--- src/rtl/a2d_round_robin_pkg.sv ---
// Shared FSM/selector types and ADC128S channel constants for the
// round-robin A2D front end.
package a2d_pkg;

    typedef enum logic [1:0] {
        IDLE,
        CMD,
        GAP,
        READ
    } a2d_state_t;

    // Rotation pointer: which result register the next conversion targets.
    typedef enum logic [1:0] {
        SEL_LFT,
        SEL_RGHT,
        SEL_BATT
    } a2d_sel_t;

    localparam logic [2:0] CH_LFT_DEF  = 3'd0;
    localparam logic [2:0] CH_RGHT_DEF = 3'd4;
    localparam logic [2:0] CH_BATT_DEF = 3'd5;
    localparam logic [1:0] CMD_PREFIX  = 2'b00;

    function automatic a2d_sel_t next_sel(input a2d_sel_t sel);
        case (sel)
            SEL_LFT:  return SEL_RGHT;
            SEL_RGHT: return SEL_BATT;
            default:  return SEL_LFT;
        endcase
    endfunction

endpackage

--- src/rtl/a2d_round_robin_spi.sv ---
// 16-bit SPI master (CPOL=1, CPHA=1): MSB first, MISO sampled just before
// each SCLK rise, shift register doubles as tx and rx.
module spi_monarch16 #(
    parameter int unsigned SCLK_DIV_W = 5
) (
    input  logic        clk,
    input  logic        rst,
    input  logic        wrt,
    input  logic [15:0] tx,
    output logic [15:0] rx,
    output logic        done,
    output logic        SS_n,
    output logic        SCLK,
    output logic        MOSI,
    input  logic        MISO
);

    localparam logic [SCLK_DIV_W-1:0] DIV_LOAD = {2'b10, {(SCLK_DIV_W-2){1'b1}}};
    localparam logic [SCLK_DIV_W-1:0] DIV_SMP  = {1'b0, {(SCLK_DIV_W-1){1'b1}}};
    localparam logic [SCLK_DIV_W-1:0] DIV_FALL = '1;

    logic                  active;
    logic                  first_fall;
    logic                  smp_bit;
    logic [SCLK_DIV_W-1:0] div;
    logic [15:0]           shft;
    logic [4:0]            smp_cnt;
    logic                  ss_n_q;
    logic                  done_q;

    always_ff @(posedge clk) begin
        if (rst) begin
            active     <= 1'b0;
            first_fall <= 1'b0;
            smp_bit    <= 1'b0;
            div        <= '1;
            shft       <= '0;
            smp_cnt    <= '0;
            ss_n_q     <= 1'b1;
            done_q     <= 1'b0;
        end else begin
            done_q <= 1'b0;
            if (!active) begin
                if (wrt) begin
                    active     <= 1'b1;
                    first_fall <= 1'b1;
                    div        <= DIV_LOAD;
                    shft       <= tx;
                    smp_cnt    <= '0;
                end
            end else begin
                ss_n_q <= 1'b0;
                div    <= div + 1'b1;
                if (div == DIV_SMP) begin
                    smp_bit <= MISO;
                    smp_cnt <= smp_cnt + 1'b1;
                end
                if (div == DIV_FALL) begin
                    // The terminating step holds SCLK high but still shifts in
                    // the 16th sample so rx is complete when done fires.
                    if (smp_cnt == 5'd16) begin
                        active <= 1'b0;
                        ss_n_q <= 1'b1;
                        done_q <= 1'b1;
                        div    <= DIV_FALL;
                        shft   <= {shft[14:0], smp_bit};
                    end else if (first_fall) begin
                        first_fall <= 1'b0;
                    end else begin
                        shft <= {shft[14:0], smp_bit};
                    end
                end
            end
        end
    end

    assign SS_n = ss_n_q;
    assign SCLK = div[SCLK_DIV_W-1];
    assign MOSI = active & shft[15];
    assign rx   = shft;
    assign done = done_q;

endmodule

--- src/rtl/a2d_round_robin.sv ---
// ADC128S round-robin front end: command/readback FSM, channel rotation
// pointer and the three result registers around one SPI master.
module a2d_round_robin
    import a2d_pkg::*;
#(
    parameter int unsigned SCLK_DIV_W = 5,
    parameter logic [2:0]  CH_LFT     = CH_LFT_DEF,
    parameter logic [2:0]  CH_RGHT    = CH_RGHT_DEF,
    parameter logic [2:0]  CH_BATT    = CH_BATT_DEF
) (
    input  logic        clk,
    input  logic        rst,
    input  logic        nxt,
    input  logic        MISO,
    output logic        SS_n,
    output logic        SCLK,
    output logic        MOSI,
    output logic [11:0] lft_ld,
    output logic [11:0] rght_ld,
    output logic [11:0] batt,
    output logic        cnv_cmplt
);

    a2d_state_t  state;
    a2d_state_t  state_nxt;
    a2d_sel_t    sel;
    logic        wrt;
    logic        done;
    logic        res_wr;
    logic [15:0] tx;
    logic [15:0] rx;
    logic [2:0]  cur_ch;
    logic        unused_rx_hi;

    assign unused_rx_hi = ^rx[15:12];

    always_comb begin
        case (sel)
            SEL_LFT:  cur_ch = CH_LFT;
            SEL_RGHT: cur_ch = CH_RGHT;
            default:  cur_ch = CH_BATT;
        endcase
    end

    always_comb begin
        state_nxt = state;
        wrt       = 1'b0;
        tx        = '0;
        res_wr    = 1'b0;
        case (state)
            IDLE: begin
                if (nxt) begin
                    wrt       = 1'b1;
                    tx        = {CMD_PREFIX, cur_ch, 11'h000};
                    state_nxt = CMD;
                end
            end
            CMD: begin
                if (done) state_nxt = GAP;
            end
            GAP: begin
                wrt       = 1'b1;
                state_nxt = READ;
            end
            READ: begin
                if (done) begin
                    res_wr    = 1'b1;
                    state_nxt = IDLE;
                end
            end
            default: state_nxt = IDLE;
        endcase
    end

    always_ff @(posedge clk) begin
        if (rst) begin
            state     <= IDLE;
            sel       <= SEL_LFT;
            lft_ld    <= '0;
            rght_ld   <= '0;
            batt      <= '0;
            cnv_cmplt <= 1'b0;
        end else begin
            state     <= state_nxt;
            cnv_cmplt <= res_wr;
            if (res_wr) begin
                case (sel)
                    SEL_LFT:  lft_ld  <= rx[11:0];
                    SEL_RGHT: rght_ld <= rx[11:0];
                    default:  batt    <= rx[11:0];
                endcase
                sel <= next_sel(sel);
            end
        end
    end

    spi_monarch16 #(
        .SCLK_DIV_W(SCLK_DIV_W)
    ) u_spi (
        .clk (clk),
        .rst (rst),
        .wrt (wrt),
        .tx  (tx),
        .rx  (rx),
        .done(done),
        .SS_n(SS_n),
        .SCLK(SCLK),
        .MOSI(MOSI),
        .MISO(MISO)
    );

endmodule

--- config.mk ---
export PLATFORM = sky130hd
export DESIGN_NAME = a2d_round_robin
export DESIGN_NICKNAME = d
export VERILOG_FILES = /design/src/rtl/a2d_round_robin_pkg.sv /design/src/rtl/a2d_round_robin_spi.sv /design/src/rtl/a2d_round_robin.sv
export SDC_FILE = /design/constraint.sdc
export NUM_CORES = 1
export LEC_CHECK = 0
export CAP_MARGIN = 20
export CORE_MARGIN = 2
export CORE_UTILIZATION = 49
export CTS_CLUSTER_DIAMETER = 200
export CTS_CLUSTER_SIZE = 16
export DETAILED_ROUTE_END_ITERATION = 10
export DONT_BUFFER_PORTS = 1
export GPL_ROUTABILITY_DRIVEN = 0
export SYNTH_ARGS = -nofsm -noshare
export SYNTH_HDL_FRONTEND = slang
export SYNTH_SLANG_ARGS = --single-unit
export TNS_END_PERCENT = 10
--- constraint.sdc ---
create_clock -name clk -period 1.83 [get_ports clk]
set_clock_uncertainty 0.05 [all_clocks]
set_input_delay 0.549 -clock clk [delete_from_list [all_inputs] [get_ports clk]]
set_output_delay 0.549 -clock clk [all_outputs]
set_load 0.01 [all_outputs]
==> summary.md, run 1 <==
The actual slew at the worst max-slew pin was 0.499 ns; the number of buffers on the longest clock path was 2. The number of H-tree levels was 3; the clock net sink count was 72. Maximum fanout along the worst path: 20. For the post-synthesis instance total, the log shows 346. The global-route track usage on met3 was 0.0856; the count of TritonRoute iterations in the first routing pass was 4. Summed over all nets, the half-perimeter wirelength after detailed placement is 3.89 mm. The largest net degree at the start of global routing was 75. The number of enable-type register cells in the synthesized netlist is 0.

Clock latency on the worst-skew pair, taken at its later pin, is 0.35 ns. Dividing total power by cell area gives a power density of 1340 mW/mm2. The cell type with the largest total area after synthesis is sky130_fd_sc_hd__dfxtp_1.

The run finished with clean final reports. The layout filler cell count was 565; the horizontal die dimension was 80.7 um. The initial standard-cell utilization of the core is 0.515. Initial antenna violation count: 0. Grouping stages by cell kind, the critical path spends the most delay in flip-flops.

During I/O placement, the number of pins put on the boundary was 44. TritonCTS built the clock tree. The tree is rooted in a sky130_fd_sc_hd__clkbuf_8.

The worst setup path is launched from a flip-flop. The clock input transition at the sequential cells of the worst setup and hold paths came out at 0.07 ns. Area of the placeable core: 0.00561 mm2. The signal on the critical path passes through buf_6 -> and2_1. Summed over all layers, the routed wires come to 6.26 mm. Counting every net in the synthesized netlist gives 360. The buffering stage count on the worst path with inverters included is 1, and the post-route setup TNS is 0 ns. The worst vdd rail ir drop was 603 uV. The global-route met1 utilization was 0.258; the fraction of layout cells with a size suffix above 1 was 0.115. The global-route usage over all layers is 0.202. The number of pins exceeding their max-slew limit in the final report came out at 0.

The share of the synthesized area in the top cell type was 0.500; the area growth from synthesis to layout was 11.1%. The routed design could run at a clock period as short as 1.76 ns. For this block, the initial DRC count from the detailed router was 138. The run gives 0 as the total DRC errors in the routed layout.

For the number of nets in the finished design, the log shows 358. The run gives 0.00321 mm2 as the cell area after layout. The via total after detailed routing came out at 2262. The first global-routing pass estimated 10.1 mm of wire. The portion of the clock cycle consumed by the worst path in the final layout is 0.963. The worst setup path is captured at a primary output. The run gives 0 as the number of warnings printed during yosys synthesis.

Using the TritonRoute via totals, the vias-per-cell ratio works out to 5.37. The die covers 0.00652 mm2. In this run the mean area of a mapped cell was 8.34 um2. For this design the static power due to leakage is 1.09 nW.

The fraction of registers with async set or reset after synthesis came out at 0. Setup repair after global routing could not meet its margin everywhere. For this run, the slowest stage of the critical path takes 0.39 ns.

The routing layer with the top usage in global route was met2. The sum of overflow across all layers after global routing is 0, and the CTS buffer count is 9. Part of the Yosys area used for sequential elements: 0.500.

The mapped cell area came out at 0.00289 mm2. By area the synthesized netlist is led by sky130_fd_sc_hd__dfxtp_1, sky130_fd_sc_hd__a21oi_1, sky130_fd_sc_hd__nand2_1. STA puts the critical path data arrival time at 1.16 ns.

The remaining max-slew budget at the tightest pin came out at 0.668. The netlist uses 39 different library cells. Final number of hold-violating endpoints: 0.

The global routing met2 resource utilization was 0.312. Data on the critical path is required at its endpoint by 1.23 ns. The via count of the first global-routing pass was 2166. The post-synthesis register bit count was 72; the average wire per cell in the routed design was 14.9 um. In the synthesized netlist the dominant register cell turns out to be sky130_fd_sc_hd__dfxtp_1. By startpoint and endpoint, the worst setup path is classified as flip-flop to primary output. Setup violations remaining at the end of the flow were counted as 0. The logs give 0 for the max-capacitance violation count and 27 for the row count. Based on the critical path, the design can be clocked at up to 567 MHz.

The path class of the tightest hold or removal check is input port to flip-flop. The utilization after layout was 0.572. Once the clock tree was built, the setup fixing pass inserted 0 buffers. The count of buffers added on input and output ports is 0. The logs give 0 for the number of antenna cells inserted and 0.10 ns for the minimum setup slack among reg-to-reg paths. The post-route antenna net violation count came out at 0. In this run the cell area measured after placement is 0.00293 mm2.

The cell with the largest stage delay on the worst path was sky130_fd_sc_hd__dfxtp_1. Measured along the y axis, the die boundary spans 80.7 um.
## where the power goes
| group | internal, mW | leakage (nW) | switching [mW] |
|---|---|---|---|
| logic | 0.497 | 0.393 | 0.658 |
| clock network | 0.783 | 0.112 | 0.588 |
| registers | 1.68 | 0.582 | 0.101 |
| total | 2.96 | 1.09 | 1.35 |
## layout by cell type (no fill, tap or decap), types with 2 or more instances in the layout
cell type	n
sky130_fd_sc_hd__buf_4	7
sky130_fd_sc_hd__and3_1	2
sky130_fd_sc_hd__ha_2	2
sky130_fd_sc_hd__dfxtp_2	2
sky130_fd_sc_hd__o22ai_1	3
sky130_fd_sc_hd__o21ai_0	3
sky130_fd_sc_hd__a21oi_2	2
sky130_fd_sc_hd__inv_1	8
sky130_fd_sc_hd__nor3_1	6
sky130_fd_sc_hd__nand4_1	2
sky130_fd_sc_hd__o221a_4	2
sky130_fd_sc_hd__nand2_1	85
sky130_fd_sc_hd__nand2b_1	15
sky130_fd_sc_hd__nor2_1	11
sky130_fd_sc_hd__ha_1	8
sky130_fd_sc_hd__a21oi_1	62
sky130_fd_sc_hd__dfxtp_1	70
sky130_fd_sc_hd__xor2_1	2
sky130_fd_sc_hd__clkbuf_8	13
sky130_fd_sc_hd__or2_2	2
sky130_fd_sc_hd__nand3_1	19
## worst paths after layout
check,depth (start not counted),to,from
min reg2reg,2,u_spi.rx[15],u_spi.rx[15]
max reg2reg,6,u_spi.rx[13],u_spi.div[1]
min,1,u_spi.rx[11],rst
max,2,MOSI,u_spi.active
## area by class of cell
| cell class | count | area (um2) | share of cell area |
|---|---|---|---|
| Sequential cell | 72 | 1440 | 0.450 |
| Multi-Input combinational cell | 245 | 1350 | 0.422 |
| Clock buffer | 13 | 179 | 0.0558 |
| Tap cell | 72 | 90.1 | 0.0281 |
| Timing Repair Buffer | 8 | 63.8 | 0.0199 |
| Clock inverter | 3 | 46.3 | 0.0144 |
| Inverter | 8 | 30.0 | 0.00937 |
## kinds of logic (layout without fill, tap and decap cells)
| kind of cell | count (synthesis) | count (layout) | synth area share |
|---|---|---|---|
| compound gates | 80 | 81 | 0.160 |
| xor+xnor | 2 | 2 | 0.00607 |
| fa+ha+maj | 10 | 10 | 0.0434 |
| buf+inv | 30 | 32 | 0.0464 |
| flops | 72 | 72 | 0.500 |
| mux | 1 | 1 | 0.00347 |
| simple gates | 151 | 151 | 0.242 |
## cell usage after synthesis (2+ instances only)
cell and number:
sky130_fd_sc_hd__nand4_1 2, sky130_fd_sc_hd__xor2_1 2, sky130_fd_sc_hd__nand3_1 19, sky130_fd_sc_hd__clkbuf_1 12
sky130_fd_sc_hd__buf_2 5, sky130_fd_sc_hd__o22ai_1 3, sky130_fd_sc_hd__and3_1 2, sky130_fd_sc_hd__inv_1 8
sky130_fd_sc_hd__buf_4 2, sky130_fd_sc_hd__a21oi_1 64, sky130_fd_sc_hd__nand2_1 85, sky130_fd_sc_hd__and2_1 2
sky130_fd_sc_hd__nand2b_1 15, sky130_fd_sc_hd__nor3_1 6, sky130_fd_sc_hd__ha_1 10, sky130_fd_sc_hd__nor2_1 11
sky130_fd_sc_hd__dfxtp_1 72, sky130_fd_sc_hd__or2_2 2, sky130_fd_sc_hd__o21ai_0 3, sky130_fd_sc_hd__buf_1 2
## sequential cells by signal, summed over array words and instances (netlist names), 2 cells and up
name	flops
lft_ld	12
u_spi.rx	16
batt	12
rght_ld	12
u_spi.smp_cnt	5
state	2
u_spi.div	5
sel	2
## per-stage QoR
step / cells / power [mW] / hold slack [ns] / setup slack [ns]
6_report: 421 / 4.31 / 0.212 / 0.0676
3_5_place_dp: 404 / 2.81 / 0.402 / -0.0141
3_3_place_gp: 404 / 2.78 / 0.392 / 0.00649
2_1_floorplan: 346 / 2.70 / 0.387 / 0.142
4_1_cts: 420 / 4.22 / 0.197 / 0.00936
5_1_grt: 421 / 4.54 / 0.196 / -0.0276
## worst reg2reg max path, stage by stage (launching register included)
cell and delay (ns):
sky130_fd_sc_hd__dfxtp_1 0.35, sky130_fd_sc_hd__ha_1 0.19, sky130_fd_sc_hd__and3_1 0.19, sky130_fd_sc_hd__ha_2 0.25, sky130_fd_sc_hd__o221a_4 0.32, sky130_fd_sc_hd__nor2_1 0.07, sky130_fd_sc_hd__a311oi_2 0.22
## per-layer routing
layer | vias up | routed length (um)
met1 | 1037 | 2920
met5 | - | 0
met3 | 10 | 465
li1 | 1164 | -
met2 | 51 | 2790
met4 | 0 | 93
## repair_timing
action | CTS | global route
hold buffers | 0 | 0
gates cloned | 0 | 1
setup endpoints to repair | 3 | 19
gates resized for setup | 4 | 6
pin swaps | 0 | 0
No activity file was read; power rests on OpenSTA's default activity.
==> run 2, diff against run 1 <==
Settings changed: TNS_END_PERCENT 10 to unset.
==> summary.md, run 2 (same netlist as run 1, synthesis figures left out) <==
The run finished with clean final reports. The initial antenna violation count is 0 (unchanged), and the initial standard-cell utilization of the core is 0.515 (unchanged). The tools report the number of nets in the finished design as 360 (+0.56%).

The worst hold-check path type was input port to flip-flop. The root buffer selected by CTS is sky130_fd_sc_hd__clkbuf_8. Traced cell by cell, the critical path runs through ha_1 -> and3_1 -> ha_2 -> o221a_2 -> nand2b_1 -> a21oi_1.

The run gives 72 (unchanged) as the clock net sink count. The die height works out to 80.7 um (unchanged). The worst vdd rail ir drop was 658 uV (+9.2%); the row count was 27 (unchanged). STA classifies the critical path startpoint as a flip-flop. For the final number of hold-violating endpoints, the log shows 0 (unchanged).

The critical path is of the flip-flop to flip-flop type. Leaving out fill and tap cells, the most frequent cell in the layout is sky130_fd_sc_hd__nand2_1. The total half-perimeter wirelength after legalization and detailed placement is 3.89 mm (unchanged).

Max-capacitance violation count: 0 (unchanged). The worst register-to-register path ends at u_spi.rx[3]. The tools report the number of H-tree levels as 3 (unchanged). Tracing the worst setup path back leads to its startpoint at u_spi.div[0]. For the number of buffers on the longest clock path, the log shows 2 (unchanged).

The number of placed instances with taps included is 404 (unchanged). The area of the placeable core came out at 0.00561 mm2 (unchanged). Setup repair after global routing could not meet its margin everywhere. The cell with the largest stage delay on the worst path was sky130_fd_sc_hd__o221a_2. The area of the die was 0.00652 mm2 (unchanged); the worst-skew pair later-pin latency was 0.35 ns (about the same).

The number of buffers inserted for hold repair after clock tree synthesis is 0 (unchanged). The average wire per cell in the routed design is 15.1 um (+1.5%). The portion of the clock cycle consumed by the worst path in the final layout is 0.964 (about the same), and the remaining max-slew budget at the tightest pin is 0.666 (-0.00128). The sum of overflow across all layers after global routing came out at 0 (unchanged). The launch instance of the worst register-to-register path was u_spi.div[0]. Data required time of the worst path: 2.06 ns (+0.83 ns). The largest net degree at the start of global routing is 75 (unchanged), and the via-per-instance ratio is 5.43 (+0.98%).

The clock input transition at the sequential cells of the worst setup and hold paths works out to 0.07 ns (about the same). The number of cells on the worst reg-to-reg path is 6 (unchanged), and the count of TritonRoute iterations in the first routing pass is 4 (unchanged). The count of input and output buffers works out to 0 (unchanged). Minimum setup slack among reg-to-reg paths: 0.07 ns (-0.03 ns). The post-layout instance count excluding filler cells is 423 (+0.48%), and the maximum single-stage delay on the critical path is 0.36 ns (-0.03 ns).

The run gives 0 (unchanged) as the count of final setup violators. For the global-route usage over all layers, the log shows 0.202 (unchanged). Leaving out fill and tap cells, the most frequent cells in the layout are sky130_fd_sc_hd__nand2_1, sky130_fd_sc_hd__dfxtp_1, sky130_fd_sc_hd__a21oi_1. Number of flip-flops in the largest register: 16 (unchanged). In this run the most critical hold path is launched from rst. The signal arrival time at the worst endpoint came out at 1.99 ns (+0.83 ns). The horizontal die dimension works out to 80.7 um (unchanged).

Post-route antenna net violation count: 0 (unchanged). The fraction of layout cells with a size suffix above 1 was 0.117 (+0.00220); the number of pins exceeding their max-slew limit in the final report was 0 (unchanged). The power per cell area came out at 1370 mW/mm2 (+2.0%). The actual slew at the worst max-slew pin was 0.501 ns (+0.00192 ns). From synthesis to final layout, the design area changed by 12.1%.

The run gives 567 MHz (about the same) as the timing-limited maximum frequency. The shortest clock period the worst path allows after layout works out to 1.76 ns (+0.00140 ns). The worst setup path is captured at a flip-flop.

The run gives 0.577 (+0.00491) as the utilization after layout. The run gives 10.1 mm (unchanged) as the first-pass GRT wire length. I/O pin total: 44 (unchanged). The worst hold path depth is 1 (unchanged). TritonCTS built the clock tree. For the detailed router's first-iteration violation count, the log shows 140 (+1.4%). The tools report the routed wire length as 6.39 mm (+2.0%). The tools report the number of antenna cells inserted as 0 (unchanged). For the total DRC errors in the routed layout, the log shows 0 (unchanged). The buffering stage count on the worst path with inverters included works out to 0 (-1).

The CTS buffer count is 9 (unchanged), and the via count of the first global-routing pass is 2164 (-0.092%). The tools report the end point of the most critical hold path as u_spi.rx[11]. The cell family contributing the most delay on the critical path is compound AO/OA/AOI/OAI gates. The maximum fanout along the worst path came out at 8 (-60%). The tools report the buffer count from post-CTS setup fixing as 0 (unchanged). The static leakage was 1.10 nW (+0.79%); the via total after detailed routing was 2295 (+1.5%).
## run 2: changes by cell type in the layout (fill, tap and decap cells not counted)
cell                      previous run  this run
sky130_fd_sc_hd__a21oi_1            62        63
sky130_fd_sc_hd__a21oi_2             2         1
sky130_fd_sc_hd__o221a_2             0         1
sky130_fd_sc_hd__o221a_4             2         3
## run 2: repair_timing
item,in CTS,in global routing
resized for setup,4,6
cloned,0,3
endpoints found under the setup margin,3,19
endpoints found under the hold margin,0,0
## run 2: how the worst max path moves through the flow
stage,endpoint,slack (ns),cells after the start
global placement,u_spi.div[0],0.006,6
floorplan,u_spi.rx[10],0.14,7
global route,u_spi.div[4],-0.02,6
CTS,MOSI,0.009,2
detailed placement,u_spi.rx[13],-0.01,6
finish,u_spi.rx[3],0.07,6
## run 2: layer usage
| layer | GRT usage | wire length (um) |
|---|---|---|
| met5 | 0 | 0 |
| met4 | 0.0661 | 59 |
| met3 | 0.0856 | 471 |
| met2 | 0.312 | 2920 |
| met1 | 0.258 | 2940 |
## run 2: area by class of cell
class                           count  area (um2)
Timing Repair Buffer                8        63.8
Sequential cell                    72        1440
Tap cell                           72        90.1
Inverter                            8        30.0
Clock inverter                      3        46.3
Clock buffer                       13         179
Multi-Input combinational cell    247        1380
Fill cell                         563        2370
## run 2: power by group
part           internal, mW  leakage [nW]  switching (mW)  total (mW)
combinational         0.558         0.401           0.721        1.28
clock                 0.784         0.112           0.586        1.37
sequential             1.68         0.582           0.101        1.78
total                  3.02          1.10            1.41        4.43
## run 2: stage by stage
step                      area [um2]  setup TNS (ns)  hold slack (ns)  worst slack, ns  power, mW
after floorplan                 2890               0            0.387            0.142       2.70
after global placement          2930               0            0.392          0.00649       2.78
after detailed placement        2930         -0.0328            0.402          -0.0141       2.81
after CTS                       3170               0            0.197          0.00936       4.22
after global routing            3230         -0.0470            0.195          -0.0185       4.66
final                           3230               0            0.215           0.0662       4.43
==> run 3, diff against run 2 <==
Settings changed: DONT_BUFFER_PORTS 1 to unset, PLACE_DENSITY set to 0.74.
==> summary.md, run 3 (same netlist as run 1, synthesis figures left out) <==
In this run the worst hold path is classified as flip-flop to flip-flop. The maximum single-stage delay on the critical path is 0.54 ns (+0.18 ns). In this run the most critical hold path is launched from rght_ld[5]. End point of the most critical hold path: rght_ld[5]. For the first-pass GRT wire length, the log shows 10.6 mm (+4.9%). The sum of internal, switching and leakage power was 4.34 mW (-2.0%); the worst-skew pair later-pin latency was 0.33 ns (-0.02 ns). For the CTS buffer count, the log shows 9 (unchanged).

The logs give 468 (+11%) for the post-layout instance count excluding filler cells and 0.647 (-0.0194) for the remaining max-slew budget at the tightest pin. The via total after detailed routing was 2521 (+9.8%); the portion of the clock cycle consumed by the worst path in the final layout was 0.978 (+0.0145). Setup repair after global routing left no endpoint under its margin. The run gives 0.300 (-0.009) as the power share of the clock group.

The run gives 2 (unchanged) as the number of buffers on the longest clock path. The buffering stage count on the worst path with inverters included works out to 1 (+1). The run gives 696 uV (+5.7%) as the worst vdd rail ir drop.

The initial standard-cell utilization of the core came out at 0.515 (unchanged). The endpoint identified for the worst register-to-register timing path is u_spi.rx[13]. The shortest clock period the worst path allows after layout is 1.79 ns (+0.0266 ns), and the number of pins exceeding their max-slew limit in the final report is 0 (unchanged).

The tools report the signal arrival time at the worst endpoint as 1.19 ns (-0.80 ns). Compared with the post-synthesis result, the final layout area differs by 28.5%. The count of input and output buffers works out to 43 (+43).

The worst setup path is launched from a flip-flop. The global-route usage over all layers is 0.211 (+0.00808), and the post-route antenna net violation count is 0 (unchanged). The number of cells on the worst reg-to-reg path is 6 (unchanged). The placed cell area is 0.00341 mm2 (+16%), and the I/O pin total is 44 (unchanged). Count of TritonRoute iterations in the first routing pass: 4 (unchanged). Fraction of layout cells with a size suffix above 1: 0.104 (-0.0133). The average wire per cell in the routed design is 14.1 um (-6.8%), and the detailed router's first-iteration violation count is 109 (-22%). The count of final setup violators was 0 (unchanged). Horizontal die dimension: 80.7 um (unchanged). The maximum fanout along the worst path works out to 2 (-6). The tools report the clock net sink count as 72 (unchanged). The sum of overflow across all layers after global routing was 0 (unchanged).

Power share of the sequential group: 0.406 (+0.004). On the critical path, the stage with the largest delay is an instance of sky130_fd_sc_hd__clkdlybuf4s50_1. The buffer count from post-CTS setup fixing is 0 (unchanged).

The data required time of the worst path is 1.23 ns (-0.83 ns). The flow ran to the end, and the final reports show no timing, DRC or antenna violations. Number of nets in the finished design: 406 (+13%).

The row count was 27 (unchanged); the max-capacitance violation count was 0 (unchanged). The routed wire length came out at 6.59 mm (+3.1%). The cell area after layout came out at 0.00371 mm2 (+15%). The run gives 2262 (+4.5%) as the via count of the first global-routing pass. The critical path in this run is classified as flip-flop to primary output.

The total DRC errors in the routed layout was 0 (unchanged). The logs give 0 (unchanged) for the final number of hold-violating endpoints and 0.661 (+0.0848) for the utilization after layout. Power per cell area: 1170 mW/mm2 (-15%).

The total internal power was 2.99 mW (-1.2%). Leaving out fill and tap cells, the most frequent cell in the layout is sky130_fd_sc_hd__nand2_1. Power spent charging and discharging nets: 1.36 mW (-3.8%). The worst hold path depth is 2 (+1). The static leakage was 1.82 nW (+66%); the area of the placeable core was 0.00561 mm2 (unchanged). The type of element capturing the critical path is a primary output. The number of placed instances with taps included came out at 452 (+12%). In this run the clock root is driven by a sky130_fd_sc_hd__clkbuf_8. The run gives 4.23 mm (+9.0%) as the total half-perimeter wirelength after legalization and detailed placement.

The number of flip-flops in the largest register came out at 16 (unchanged). The top cell types in the final layout, fill and taps aside, are sky130_fd_sc_hd__nand2_1, sky130_fd_sc_hd__dfxtp_1, sky130_fd_sc_hd__a21oi_1. The die height was 80.7 um (unchanged).

TritonCTS built the clock tree. The minimum setup slack among reg-to-reg paths came out at 0.07 ns (about the same). The run gives 0 (unchanged) as the number of antenna cells inserted. The tools report the launch instance of the worst register-to-register path as u_spi.div[1]. Broken down by cell family, the worst path's largest delay share belongs to buffers and inverters. The tools report the combinational share of power as 0.294 (+0.005). The number of buffers inserted for hold repair after clock tree synthesis is 0 (unchanged). The initial antenna violation count is 0 (unchanged), and the actual slew at the worst max-slew pin is 0.530 ns (+0.0291 ns). The largest net degree at the start of global routing is 34 (-55%). The via-per-instance ratio was 5.39 (-0.71%).

Area of the die: 0.00652 mm2 (unchanged). The signal on the critical path passes through clkdlybuf4s50_1. The logs give 3 (unchanged) for the number of H-tree levels and 559 MHz (-1.5%) for the timing-limited maximum frequency. The clock input transition at the sequential cells of the worst setup and hold paths works out to 0.07 ns (about the same).

The switching power share of the total was 0.312 (-0.00581).
[run 3: cell count changes in the layout (fill, tap and decap cells not counted), sizes merged]
cell / before / now
dlygate4sd2: 0 / 9
clkinvlp: 1 / 0
dlymetal6s2s: 0 / 28
inv: 9 / 8
clkinv: 0 / 2
clkdlybuf4s50: 0 / 5
clkbuf: 13 / 11
bufinv: 1 / 2
o221a: 4 / 2
buf: 8 / 14
[run 3: layout make-up]
class	instances	area, um2
flip-flops and latches	72	1440
multi-input cells	245	1350
inverters	8	30.0
well taps	72	90.1
clock buffers	11	131
clock inverters	4	70.1
fillers	500	1900
repair buffers	56	594
[run 3: worst max path at each step]
stage                 start            to  slack [ns]  cells after the start
2_1_floorplan  u_spi.div[0]  u_spi.rx[10]        0.14                      7
3_3_place_gp            nxt  u_spi.rx[13]       -0.24                      5
3_5_place_dp            nxt  u_spi.rx[13]       -0.28                      5
4_1_cts        u_spi.div[1]  u_spi.rx[13]       0.001                      6
5_1_grt          u_spi.SS_n          SS_n      0.0001                      1
6_report         u_spi.SS_n          SS_n        0.04                      1
[run 3: timing repair]
item,4_1_cts,5_1_grt
setup endpoints to repair,11,46
gates cloned,0,1
hold endpoints to repair,0,0
gates resized for setup,12,32
[run 3: per-layer routing]
metal | share of wire | GRT usage | routed length, um | vias up
met2 | 0.47 | 0.328 | 3080 | 63
met5 | 0 | 0 | 0 | -
met1 | 0.47 | 0.283 | 3110 | 1186
met3 | 0.037 | 0.0311 | 241 | 13
li1 | - | - | - | 1259
met4 | 0.024 | 0.114 | 156 | 0
[run 3: power groups by stage]
stage	Sequential [mW]	Combinational, mW	Clock, mW
2_1_floorplan	1.78	0.917	0
3_3_place_gp	1.79	1.09	0
3_5_place_dp	1.79	1.13	0
4_1_cts	1.76	1.14	1.33
5_1_grt	1.77	1.41	1.40
6_report	1.76	1.27	1.30
[run 3: metrics by stage]
| stage | setup TNS, ns | hold slack [ns] | worst slack [ns] |
|---|---|---|---|
| after global placement | -3.66 | 0.394 | -0.237 |
| final | 0 | 0.401 | 0.0396 |
| after detailed placement | -4.32 | 0.400 | -0.278 |
| after floorplan | 0 | 0.387 | 0.142 |
| after CTS | 0 | 0.410 | 0.00121 |
| after global routing | 0 | 0.429 | 0.000120 |
